`config.mk`:
```
export PLATFORM = sky130hd
export DESIGN_NAME = id_stage
export DESIGN_NICKNAME = d
export VERILOG_FILES = /design/src/rtl/id_stage_pkg.sv /design/src/rtl/id_stage_imm_gen.sv /design/src/rtl/id_stage_regfile.sv /design/src/rtl/id_stage.sv
export SDC_FILE = /design/constraint.sdc
export NUM_CORES = 2
export LEC_CHECK = 0
export ABC_AREA = 1
export BUFFER_PORTS_ARGS = -buffer_cell sky130_fd_sc_hd__clkbuf_2
export CAP_MARGIN = 20
export CELL_PAD_IN_SITES_DETAIL_PLACEMENT = 0
export CELL_PAD_IN_SITES_GLOBAL_PLACEMENT = 2
export CORE_MARGIN = 2
export CORE_UTILIZATION = 33
export CTS_CLUSTER_SIZE = 24
export DETAILED_ROUTE_END_ITERATION = 10
export PLACE_DENSITY_LB_ADDON = 0.25
export REMOVE_ABC_BUFFERS = 1
export SLEW_MARGIN = 5
export SYNTH_ARGS = -nofsm -noshare
export SYNTH_HDL_FRONTEND = slang
export SYNTH_HIERARCHICAL = 1
export SYNTH_SLANG_ARGS = --single-unit
export TNS_END_PERCENT = 20
```
`constraint.sdc`:
```
create_clock -name clk -period 3.5 [get_ports clk]
set_input_delay 0.175 -clock clk [delete_from_list [all_inputs] [get_ports clk]]
set_output_delay 0.175 -clock clk [all_outputs]
set_load 0.02 [all_outputs]
```
`src/rtl/id_stage_pkg.sv`:
```
// Shared decode definitions for the riscy ID stage: opcodes, branch funct3
// codes, immediate formats and the RUN/SHADOW state encoding.
// Width-dependent types (data_t, r_t, id_fwd_sel_t) are declared inside the
// modules because their sizes follow each instance's parameters.
package id_stage_pkg;

    localparam logic [6:0] OP_LUI    = 7'b0110111;
    localparam logic [6:0] OP_AUIPC  = 7'b0010111;
    localparam logic [6:0] OP_JAL    = 7'b1101111;
    localparam logic [6:0] OP_JALR   = 7'b1100111;
    localparam logic [6:0] OP_BRANCH = 7'b1100011;
    localparam logic [6:0] OP_LOAD   = 7'b0000011;
    localparam logic [6:0] OP_STORE  = 7'b0100011;
    localparam logic [6:0] OP_IMM    = 7'b0010011;
    localparam logic [6:0] OP_REG    = 7'b0110011;

    localparam logic [2:0] F3_BEQ  = 3'b000;
    localparam logic [2:0] F3_BNE  = 3'b001;
    localparam logic [2:0] F3_BLT  = 3'b100;
    localparam logic [2:0] F3_BGE  = 3'b101;
    localparam logic [2:0] F3_BLTU = 3'b110;
    localparam logic [2:0] F3_BGEU = 3'b111;

    typedef enum logic [2:0] {
        FMT_NONE,
        FMT_R,
        FMT_I,
        FMT_S,
        FMT_B,
        FMT_U,
        FMT_J
    } imm_fmt_e;

    typedef enum logic {
        ST_RUN,
        ST_SHADOW
    } id_state_e;

    // Instruction format implied by the major opcode
    function automatic imm_fmt_e fmt_of(input logic [6:0] op);
        case (op)
            OP_REG:                   return FMT_R;
            OP_IMM, OP_LOAD, OP_JALR: return FMT_I;
            OP_STORE:                 return FMT_S;
            OP_BRANCH:                return FMT_B;
            OP_LUI, OP_AUIPC:         return FMT_U;
            OP_JAL:                   return FMT_J;
            default:                  return FMT_NONE;
        endcase
    endfunction

endpackage

```
`src/rtl/id_stage_imm_gen.sv`:
```
// Immediate generator: reassembles the I/S/B/U/J immediate from the
// instruction word and sign-extends it to XLEN. Unknown formats give 0.
module id_stage_imm_gen
    import id_stage_pkg::*;
#(
    parameter int XLEN = 32
) (
    input  logic [31:0]     instr,
    output logic [XLEN-1:0] imm
);

    logic signed [31:0] imm32;

    // Pick the bit layout for the decoded format
    always_comb begin
        imm32 = '0;
        case (fmt_of(instr[6:0]))
            FMT_I:   imm32 = {{20{instr[31]}}, instr[31:20]};
            FMT_S:   imm32 = {{20{instr[31]}}, instr[31:25], instr[11:7]};
            FMT_B:   imm32 = {{19{instr[31]}}, instr[31], instr[7], instr[30:25], instr[11:8], 1'b0};
            FMT_U:   imm32 = {instr[31:12], 12'b0};
            FMT_J:   imm32 = {{11{instr[31]}}, instr[31], instr[19:12], instr[20], instr[30:21], 1'b0};
            default: imm32 = '0;
        endcase
    end

    // Signed cast sign-extends to 64 bits when XLEN is 64
    assign imm = XLEN'(imm32);

endmodule

```
`src/rtl/id_stage_regfile.sv`:
```
// Integer register file: NREG x XLEN, two combinational read ports and one
// synchronous write port. x0 is never written and always reads zero.
// With BYPASS set, a read of the register being written returns the new data.
module id_stage_regfile #(
    parameter int XLEN   = 32,
    parameter int NREG   = 32,
    parameter int BYPASS = 1
) (
    input  logic                    clk,
    input  logic                    rst_n,
    input  logic                    we,
    input  logic [$clog2(NREG)-1:0] wa,
    input  logic [XLEN-1:0]         wd,
    input  logic [$clog2(NREG)-1:0] ra1,
    input  logic [$clog2(NREG)-1:0] ra2,
    output logic [XLEN-1:0]         rd1,
    output logic [XLEN-1:0]         rd2
);

    logic [XLEN-1:0] mem [NREG];

    // Write port; writes to x0 are discarded
    always_ff @(posedge clk) begin
        if (!rst_n) begin
            for (int i = 0; i < NREG; i++) mem[i] <= '0;
        end else if (we && wa != '0) begin
            mem[wa] <= wd;
        end
    end

    assign rd1 = (ra1 == '0) ? '0 :
                 (BYPASS != 0 && we && wa == ra1) ? wd : mem[ra1];
    assign rd2 = (ra2 == '0) ? '0 :
                 (BYPASS != 0 && we && wa == ra2) ? wd : mem[ra2];

endmodule

```
`src/rtl/id_stage.sv`:
```
// Instruction-decode stage: register read with forwarding, immediate
// generation, decode-time branch/jump resolution, load-use hazard detection
// and the ID/EX register behind a valid/ready handshake. After every
// redirect the next accepted fetch is a wrong-path shadow and is dropped.
module id_stage
    import id_stage_pkg::*;
#(
    parameter int XLEN      = 32,
    parameter int NREG      = 32,
    parameter int NFWD      = 3,
    parameter int BYPASS_WB = 1
) (
    input  logic                         clk,
    input  logic                         rst_n,
    input  logic                         in_valid,
    output logic                         in_ready,
    input  logic [XLEN-1:0]              in_pc,
    input  logic [31:0]                  in_instr,
    input  logic                         wb_wren,
    input  logic [$clog2(NREG)-1:0]      wb_addr,
    input  logic [XLEN-1:0]              wb_data,
    input  logic [NFWD*XLEN-1:0]         fwd_data,
    input  logic [$clog2(NFWD+1)-1:0]    fwd_sel_rs1,
    input  logic [$clog2(NFWD+1)-1:0]    fwd_sel_rs2,
    input  logic                         ex_load_pending,
    input  logic [$clog2(NREG)-1:0]      ex_rd,
    input  logic                         flush,
    output logic                         out_valid,
    input  logic                         out_ready,
    output logic [XLEN-1:0]              out_pc,
    output logic [XLEN-1:0]              out_rs1,
    output logic [XLEN-1:0]              out_rs2,
    output logic [XLEN-1:0]              out_imm,
    output logic [31:0]                  out_instr,
    output logic                         pc_sel,
    output logic [XLEN-1:0]              pc_bj
);

    localparam int AW  = $clog2(NREG);
    localparam int FSW = $clog2(NFWD + 1);

    typedef logic [XLEN-1:0]        data_t;
    typedef logic signed [XLEN-1:0] sdata_t;
    typedef logic [AW-1:0]          r_t;
    typedef logic [FSW-1:0]         id_fwd_sel_t;

    // ---- p0: decode, operand fetch, branch resolution ----
    logic [6:0] opcode_p0;
    logic [2:0] f3_p0;
    imm_fmt_e   fmt_p0;
    r_t         rs1_a_p0, rs2_a_p0;
    data_t      rf_rd1_p0, rf_rd2_p0, rs1_p0, rs2_p0, imm_p0;
    sdata_t     rs1_s_p0, rs2_s_p0;
    data_t      pc_imm_p0, jalr_sum_p0, target_p0;
    logic       uses_rs2_p0, hazard_p0, accept_p0, taken_p0, redirect_p0;
    logic       is_branch_p0, is_jal_p0, is_jalr_p0;

    // ---- p1: ID/EX register ----
    id_state_e  state;
    logic       vld_p1;
    data_t      pc_p1, rs1_p1, rs2_p1, imm_p1;
    logic [31:0] instr_p1;

    assign opcode_p0 = in_instr[6:0];
    assign f3_p0     = in_instr[14:12];
    assign fmt_p0    = fmt_of(opcode_p0);
    assign rs1_a_p0  = r_t'(in_instr[19:15]);
    assign rs2_a_p0  = r_t'(in_instr[24:20]);

    id_stage_regfile #(
        .XLEN   (XLEN),
        .NREG   (NREG),
        .BYPASS (BYPASS_WB)
    ) u_regfile (
        .clk   (clk),
        .rst_n (rst_n),
        .we    (wb_wren),
        .wa    (wb_addr),
        .wd    (wb_data),
        .ra1   (rs1_a_p0),
        .ra2   (rs2_a_p0),
        .rd1   (rf_rd1_p0),
        .rd2   (rf_rd2_p0)
    );

    id_stage_imm_gen #(
        .XLEN (XLEN)
    ) u_imm_gen (
        .instr (in_instr),
        .imm   (imm_p0)
    );

    // Select 0 keeps the register-file value; k picks forwarding source k-1.
    // x0 reads zero no matter what the select says.
    function automatic data_t fwd_pick(input id_fwd_sel_t sel, input r_t addr,
                                       input data_t rf, input logic [NFWD*XLEN-1:0] src);
        data_t v;
        v = rf;
        for (int k = 0; k < NFWD; k++) begin
            if (sel == id_fwd_sel_t'(k + 1)) v = src[k*XLEN +: XLEN];
        end
        if (addr == '0) v = '0;
        return v;
    endfunction

    assign rs1_p0   = fwd_pick(fwd_sel_rs1, rs1_a_p0, rf_rd1_p0, fwd_data);
    assign rs2_p0   = fwd_pick(fwd_sel_rs2, rs2_a_p0, rf_rd2_p0, fwd_data);
    assign rs1_s_p0 = sdata_t'(rs1_p0);
    assign rs2_s_p0 = sdata_t'(rs2_p0);

    // The rs2 field is an immediate slice for I/U/J formats, so only R/S/B check it
    assign uses_rs2_p0 = (fmt_p0 == FMT_R) || (fmt_p0 == FMT_S) || (fmt_p0 == FMT_B);
    assign hazard_p0   = in_valid && ex_load_pending && (ex_rd != '0) &&
                         ((ex_rd == rs1_a_p0) || (uses_rs2_p0 && ex_rd == rs2_a_p0));
    assign in_ready    = !flush && !hazard_p0 && (!vld_p1 || out_ready);
    assign accept_p0   = in_valid && in_ready;

    // Branch condition on the forwarded operands
    always_comb begin
        taken_p0 = 1'b0;
        case (f3_p0)
            F3_BEQ:  taken_p0 = (rs1_p0 == rs2_p0);
            F3_BNE:  taken_p0 = (rs1_p0 != rs2_p0);
            F3_BLT:  taken_p0 = (rs1_s_p0 <  rs2_s_p0);
            F3_BGE:  taken_p0 = (rs1_s_p0 >= rs2_s_p0);
            F3_BLTU: taken_p0 = (rs1_p0 <  rs2_p0);
            F3_BGEU: taken_p0 = (rs1_p0 >= rs2_p0);
            default: taken_p0 = 1'b0;
        endcase
    end

    assign is_branch_p0 = (opcode_p0 == OP_BRANCH);
    assign is_jal_p0    = (opcode_p0 == OP_JAL);
    assign is_jalr_p0   = (opcode_p0 == OP_JALR);
    assign pc_imm_p0    = in_pc + imm_p0;
    assign jalr_sum_p0  = rs1_p0 + imm_p0;
    assign target_p0    = is_jalr_p0 ? {jalr_sum_p0[XLEN-1:1], 1'b0} : pc_imm_p0;

    // Only an instruction accepted in RUN may redirect; the shadow never does
    assign redirect_p0 = accept_p0 && (state == ST_RUN) &&
                         ((is_branch_p0 && taken_p0) || is_jal_p0 || is_jalr_p0);
    assign pc_sel      = rst_n && redirect_p0;
    assign pc_bj       = target_p0;

    // ID/EX register and RUN/SHADOW tracking; flush outranks acceptance
    always_ff @(posedge clk) begin
        if (!rst_n) begin
            state    <= ST_RUN;
            vld_p1   <= 1'b0;
            pc_p1    <= '0;
            rs1_p1   <= '0;
            rs2_p1   <= '0;
            imm_p1   <= '0;
            instr_p1 <= '0;
        end else if (flush) begin
            state  <= ST_RUN;
            vld_p1 <= 1'b0;
        end else if (accept_p0) begin
            if (state == ST_SHADOW) begin
                state  <= ST_RUN;
                vld_p1 <= 1'b0;
            end else begin
                vld_p1   <= 1'b1;
                pc_p1    <= in_pc;
                rs1_p1   <= rs1_p0;
                rs2_p1   <= rs2_p0;
                imm_p1   <= imm_p0;
                instr_p1 <= in_instr;
                if (redirect_p0) state <= ST_SHADOW;
            end
        end else if (out_ready) begin
            vld_p1 <= 1'b0;
        end
    end

    assign out_valid = vld_p1;
    assign out_pc    = pc_p1;
    assign out_rs1   = rs1_p1;
    assign out_rs2   = rs2_p1;
    assign out_imm   = imm_p1;
    assign out_instr = instr_p1;

endmodule

```
Yosys cells after proc, flatten, opt, wreduce, memory -nomap -nowiden
Memory sizes are Yosys's and may differ from the RTL's.
Cells that the tools add are included.
- memories: 1
- bits in registers: 162
- word-level logic and storage cells: 109
- output and inout bits: 195
- RAM bits: 1024
- muxes and demuxes: 26
- $add $sub $neg: 2
- eq/ne operators: 32
- bitwise gates (word level): 3
- magnitude comparators: 4
- reductions and logical operators: 34
- memories (memory ; words ; width ; rd ports ; clocked after Yosys merged registers in ; write ports ; line ; text):
    u_regfile.mem ; 32 ; 32 ; 2 ; 0 ; 32 ; id_stage_regfile.sv:20 ; logic [XLEN-1:0] mem [NREG];
- operator list (cell ; number):
    $mux 32 ; 12
    $pmux 32 s5 ; 1
    $add 32x32->32 ; 2
    $ge 32x32->1 ; 2
    $lt 32x32->1 ; 2
    $eq 32x32->1 ; 1
    $ne 32x32->1 ; 1
    $reduce_or 32->1 ; 1
    $eq 3x3->1 const B ; 7
    $eq 7x6->1 const B ; 3
    $eq 7x7->1 const B ; 3
    $eq 5x5->1 ; 4
    $pmux 3 s6 ; 1
    $eq 7x5->1 const B ; 2
    $logic_and 1x1->1 ; 14
    $logic_not 5->1 ; 2
    $mux 1 ; 10
    $reduce_bool 5->1 ; 2
    $eq 2x2->1 const B ; 4
    $eq 7x2->1 const B ; 1
    $eq 3x1->1 const B ; 2
    $eq 3x2->1 const B ; 2
    $logic_or 1x1->1 ; 6
    $pmux 1 s6 ; 1
    9 further kinds ; 15

Logic depth before layout (Yosys ltp)
- depth after elaboration: 17
- mapped depth: 37
- depth with buffers taken out: 35

Hierarchy
Netlist, hierarchy kept.
- by module, submodules not included (module ; sequential area each (um^2) ; instances ; cells an instance ; area each (um^2)):
    id_stage_regfile ; 30749.5 ; 1 ; 7438 ; 58496.1
    id_stage ; 3243.1 ; 1 ; 2000 ; 12446.9
    id_stage_imm_gen ; 0.0 ; 1 ; 181 ; 783.3

Worst setup path after synthesis
No wires, ideal clock.
- kind: input to output
- start: in in_instr[15]
- end: out pc_bj[24]
- data arrival time: 3519 ps
- cell stages on the path: 25
- required time: 3325 ps
- slack: -194 ps
- buffers on the path: 5
- cells stage by stage: buf_4 > buf_6 > inv_2 > buf_6 > o22ai_1 > a21oi_1 > nand3_2 > clkbuf_1 > a21oi_1 > nand2_1 > o21ai_0 > nand2_1 > a21oi_1 > ha_1 > clkbuf_1 > a21oi_1 > nor2_1 > nor2_1 > o21ai_0 > a21oi_2 > o21ai_1 > a31o_1 > or2_1 > nand3_1 > nand2_1
- longest elaborated chain between the ends: 9
- ends and longest elaborated chain (item ; line ; text):
    start: declaration ; id_stage.sv:18 ; input logic [31:0] in_instr,
    branches (longest 2 deep; another with $mem_v2 32x32) ; -- ;
    $mux 32 (*) ; id_stage_regfile.sv:32 ; (BYPASS != 0 && we && wa == ra1) ? wd : mem[ra1];
    via rf_rd1_p0[5] ; id_stage.sv:52 ; data_t rf_rd1_p0, rf_rd2_p0, rs1_p0, rs2_p0, imm_p0;
    $mux 32 (*) (3 in a row) ; id_stage.sv:100 ; if (sel == id_fwd_sel_t'(k + 1)) v = src[k*XLEN +: XLEN];
    $mux 32 (*) ; id_stage.sv:102 ; if (addr == '0) v = '0;
    via rs1_p0[5] ; id_stage.sv:52 ;
    $add 32x32->32 (*) ; id_stage.sv:136 ; assign jalr_sum_p0 = rs1_p0 + imm_p0;
    $mux 32 (*) ; id_stage.sv:137 ; assign target_p0 = is_jalr_p0 ? {jalr_sum_p0[XLEN-1:1], 1'b0} : pc_imm_p0;
    end: declaration ; id_stage.sv:36 ; output logic [XLEN-1:0] pc_bj
Mark *: on every way through the listed nets, which the timed path passes.

==> impl_metrics.json <==
{
  "synthMuxAreaShare": 0.0002791,
  "worst_setup_path_start_kind": "flip-flop",
  "synth_seq_cells": 1186,
  "die_height_um": 470.2,
  "gp_congestion": 0.9216,
  "ys.flop_type": "edfxtp_1",
  "viasPerCell": 5.451,
  "vias": 75511,
  "worstMarginPinSlew_ps": 1127,
  "combPwrFrac": 0.226,
  "netlist_area_um2": 71730,
  "grt-ovfl-total": 0,
  "cpMostUsedCell": "buf_4",
  "cts_buffer_depth": 3,
  "critical_path.max_stage_delay_ps": 390,
  "wire_per_inst_um": 27.18,
  "htree_num_levels": 4,
  "synth_compound_area_frac": 0.1144,
  "worstSetupPathType": "flip-flop to flip-flop",
  "grtUsageMet1": 0.4508,
  "synth-xor-area-share": 0.004274,
  "finalCriticalPeriod_ps": 5032,
  "p_switching_mw": 12.90,
  "slowest_stage": "edfxtp_1",
  "clkSlewWorstSetupHoldPaths_ps": 60,
  "leakagePower_nw": 42.74,
  "maxSlewHeadroom": 0.2479,
  "p_seq_frac": 0.402,
  "finalCritPeriodShare": 1.438,
  "max_cap_violations": 0,
  "final_common_cell": "nand2_1",
  "layout_common_cells": "2044 x nand2_1, 1643 x nor2_1, 1106 x nand3_1",
  "setup_viol": 33,
  "grt_pass1_wl_mm": 527.8,
  "hold_path.class": "input pin to flip-flop",
  "post-route-util": 0.4401,
  "crit_path_end_kind": "flip-flop",
  "num_rows": 171,
  "clock-sinks": 1186,
  "wl_mm": 376.5,
  "final_hold_viol_count": 0,
  "die-area_um2": 221100,
  "use_met3": 0.04904,
  "crit_fanout": 4,
  "hold_depth": 6,
  "yosysWarnings": 6,
  "grt_max_degree": 91,
  "layout-drive-gt1-share": 0.2337,
  "grt_usage": 0.3301,
  "synth.area.top_cells": "edfxtp_1 43%, nand2_1 11%, nor2_1 8.7%, nand3_1 8.3%, o21ai_0 4.7%",
  "dpl_cell_area_um2": 85780,
  "seq_area_frac_synth": 0.4739,
  "antenna_left": 0,
  "clk_latency_ps": 850,
  "grt.busiest_layer": "met2",
  "max_freq_mhz": 198.7,
  "final_area_um2": 95300,
  "synthArstFlopShare": 0,
  "switching_share": 0.3140,
  "yosysTopAreaCell": "edfxtp_1",
  "rsz0062_at_grt": "true",
  "synth_top_family_by_area": "simple AND/OR/NAND/NOR gates",
  "p_per_area_nw_per_um2": 430.9,
  "p_int_mw": 28.17,
  "drc": 0,
  "setup_tns_ps": -33070,
  "drt_iter0_markers": 9071,
  "pwr-share-clk": 0.372,
  "synth_top_area_share": 0.4287,
  "syn2layout_area_growth_pct": 32.86,
  "cts_buffers": 150,
  "yosys.area_share.simple": 0.2993,
  "syn_inst": 9619,
  "initial_core_util": 0.3313,
  "core-area_um2": 216500,
  "grt_util_met2": 0.5154,
  "root_buffer": "clkbuf_16",
  "critical_path_arrival_ps": 5790,
  "antenna_found_initial": 17,
  "reg2regPathDepth": 37,
  "worst_slack_ps": -1532,
  "hpwl_mm": 255.0,
  "violations": "setup timing",
  "power.total_mw": 41.07,
  "synth_fa_ha_area_frac": 0.01643,
  "fin_nets": 11168,
  "outcome": "finished with violations",
  "peakVddDrop_v": 0.0005437,
  "cp.required_ps": 4260,
  "skew_ps": 40.08,
  "cts_tree": "done",
  "synth.avg_cell_area_um2": 7.457,
  "maxSlewViolCount": 0,
  "dp_slack_ps": -1834,
  "portBuffers": 407,
  "ys_types": 60,
  "die_w_um": 470.2,
  "grt_pass1_vias": 71533,
  "synth_edf_count": 1024,
  "first_pass_iters": 6,
  "io_pins": 408
}
-- stage by stage --
step / instances / hold slack, ps
3_3_place_gp: 13360 / 432.6
2_1_floorplan: 8892 / 309.9
5_1_grt: 13844 / 40.30
4_1_cts: 13815 / 0.3944
3_5_place_dp: 13363 / 436.1
6_report: 13852 / 42.66
-- flip-flops by register name (all words and copies together), names as in the netlist --
name / count
out_pc: 32
out_valid: 1
out_instr: 32
state: 1
u_regfile/mem: 1024
out_rs1: 32
out_imm: 32
out_rs2: 32
-- final timing paths --
kind	start	to	slack, ps
setup / recovery	u_regfile/mem[24][14]$_SDFFCE_PN0P_	state$_SDFFE_PP0P_	-1530
hold / removal	fwd_data[83]	out_rs2[19]$_SDFFE_PN0P_	40
setup reg to reg	u_regfile/mem[24][14]$_SDFFCE_PN0P_	state$_SDFFE_PP0P_	-1530
hold reg to reg	out_rs1[2]$_SDFFE_PN0P_	out_rs1[2]$_SDFFE_PN0P_	460
-- Yosys cell counts (11+ instances only) --
cell      instances
xnor2_1          11
dfxtp_1         162
xor2_1           24
ha_1             91
nand3_1        1187
buf_1            56
o21ai_1          74
inv_1           813
nand2_1        2193
a31oi_1          21
clkbuf_1        347
o21ai_0         680
o211ai_1        197
a211oi_1         12
nor3_1           13
or2_2            65
nor2_1         1672
buf_2           323
edfxtp_1       1024
o21bai_1         16
buf_4            25
inv_2            22
nand2_2          26
a21oi_1         449
nand4_1          18
-- area by class of cell --
type | count | area, µm²
antenna | 17 | 42.54
sequential | 1186 | 33990
inverter | 845 | 3217
multi-input combinational | 6861 | 33900
timing repair buffer | 1818 | 15870
clock buffer | 200 | 4085
clock inverter | 71 | 618.1
tap | 2854 | 3571
fill | 21808 | 121200
-- routing by layer --
layer	share of wire	routed length [µm]
met5	0.000019	7
met2	0.44	166700
met4	0.051	19030
met3	0.086	32190
met1	0.42	158500
-- power by group through the flow --
| stage | combinational, mW | sequential [mW] | clock (mW) |
|---|---|---|---|
| final | 9.28 | 16.5 | 15.3 |
| after global routing | 9.83 | 16.6 | 16.0 |
| after CTS | 8.77 | 16.5 | 15.5 |
| after detailed placement | 8.15 | 16.8 | 0 |
| after global placement | 8.13 | 16.8 | 0 |
| after floorplan | 3.28 | 16.8 | 0 |
-- worst max-delay path: cells and delay by family (launching register included) --
kind	cells	cell delay, ps
buffers and inverters	12	1450
AOI/OAI and AO/OA	5	720
adders and majority gates	1	310
and+or+nand+nor	19	2060
DFF	1	390
-- cell families (layout without fill, tap and decap cells) --
| group | Yosys count | after routing |
|---|---|---|
| adder cells (fa/ha/maj) | 93 | 93 |
| AO/OA/AOI/OAI | 1494 | 1494 |
| flip-flops | 1186 | 1186 |
| other | 1 | 49 |
| AND/OR/NAND/NOR | 5205 | 5205 |
| multiplexers | 2 | 2 |
| buffers and inverters | 1603 | 2934 |
| XOR/XNOR | 35 | 35 |
-- what timing repair did --
item | CTS | global route
buffers inserted | 69 | 30
hold buffers | 118 | 3
hold endpoints to repair | 194 | 11
gates cloned | 0 | 0
pin swaps | 145 | 198
resized for setup | 384 | 356
endpoints found under the setup margin | 33 | 34
No activity file was read; power rests on OpenSTA's default activity.
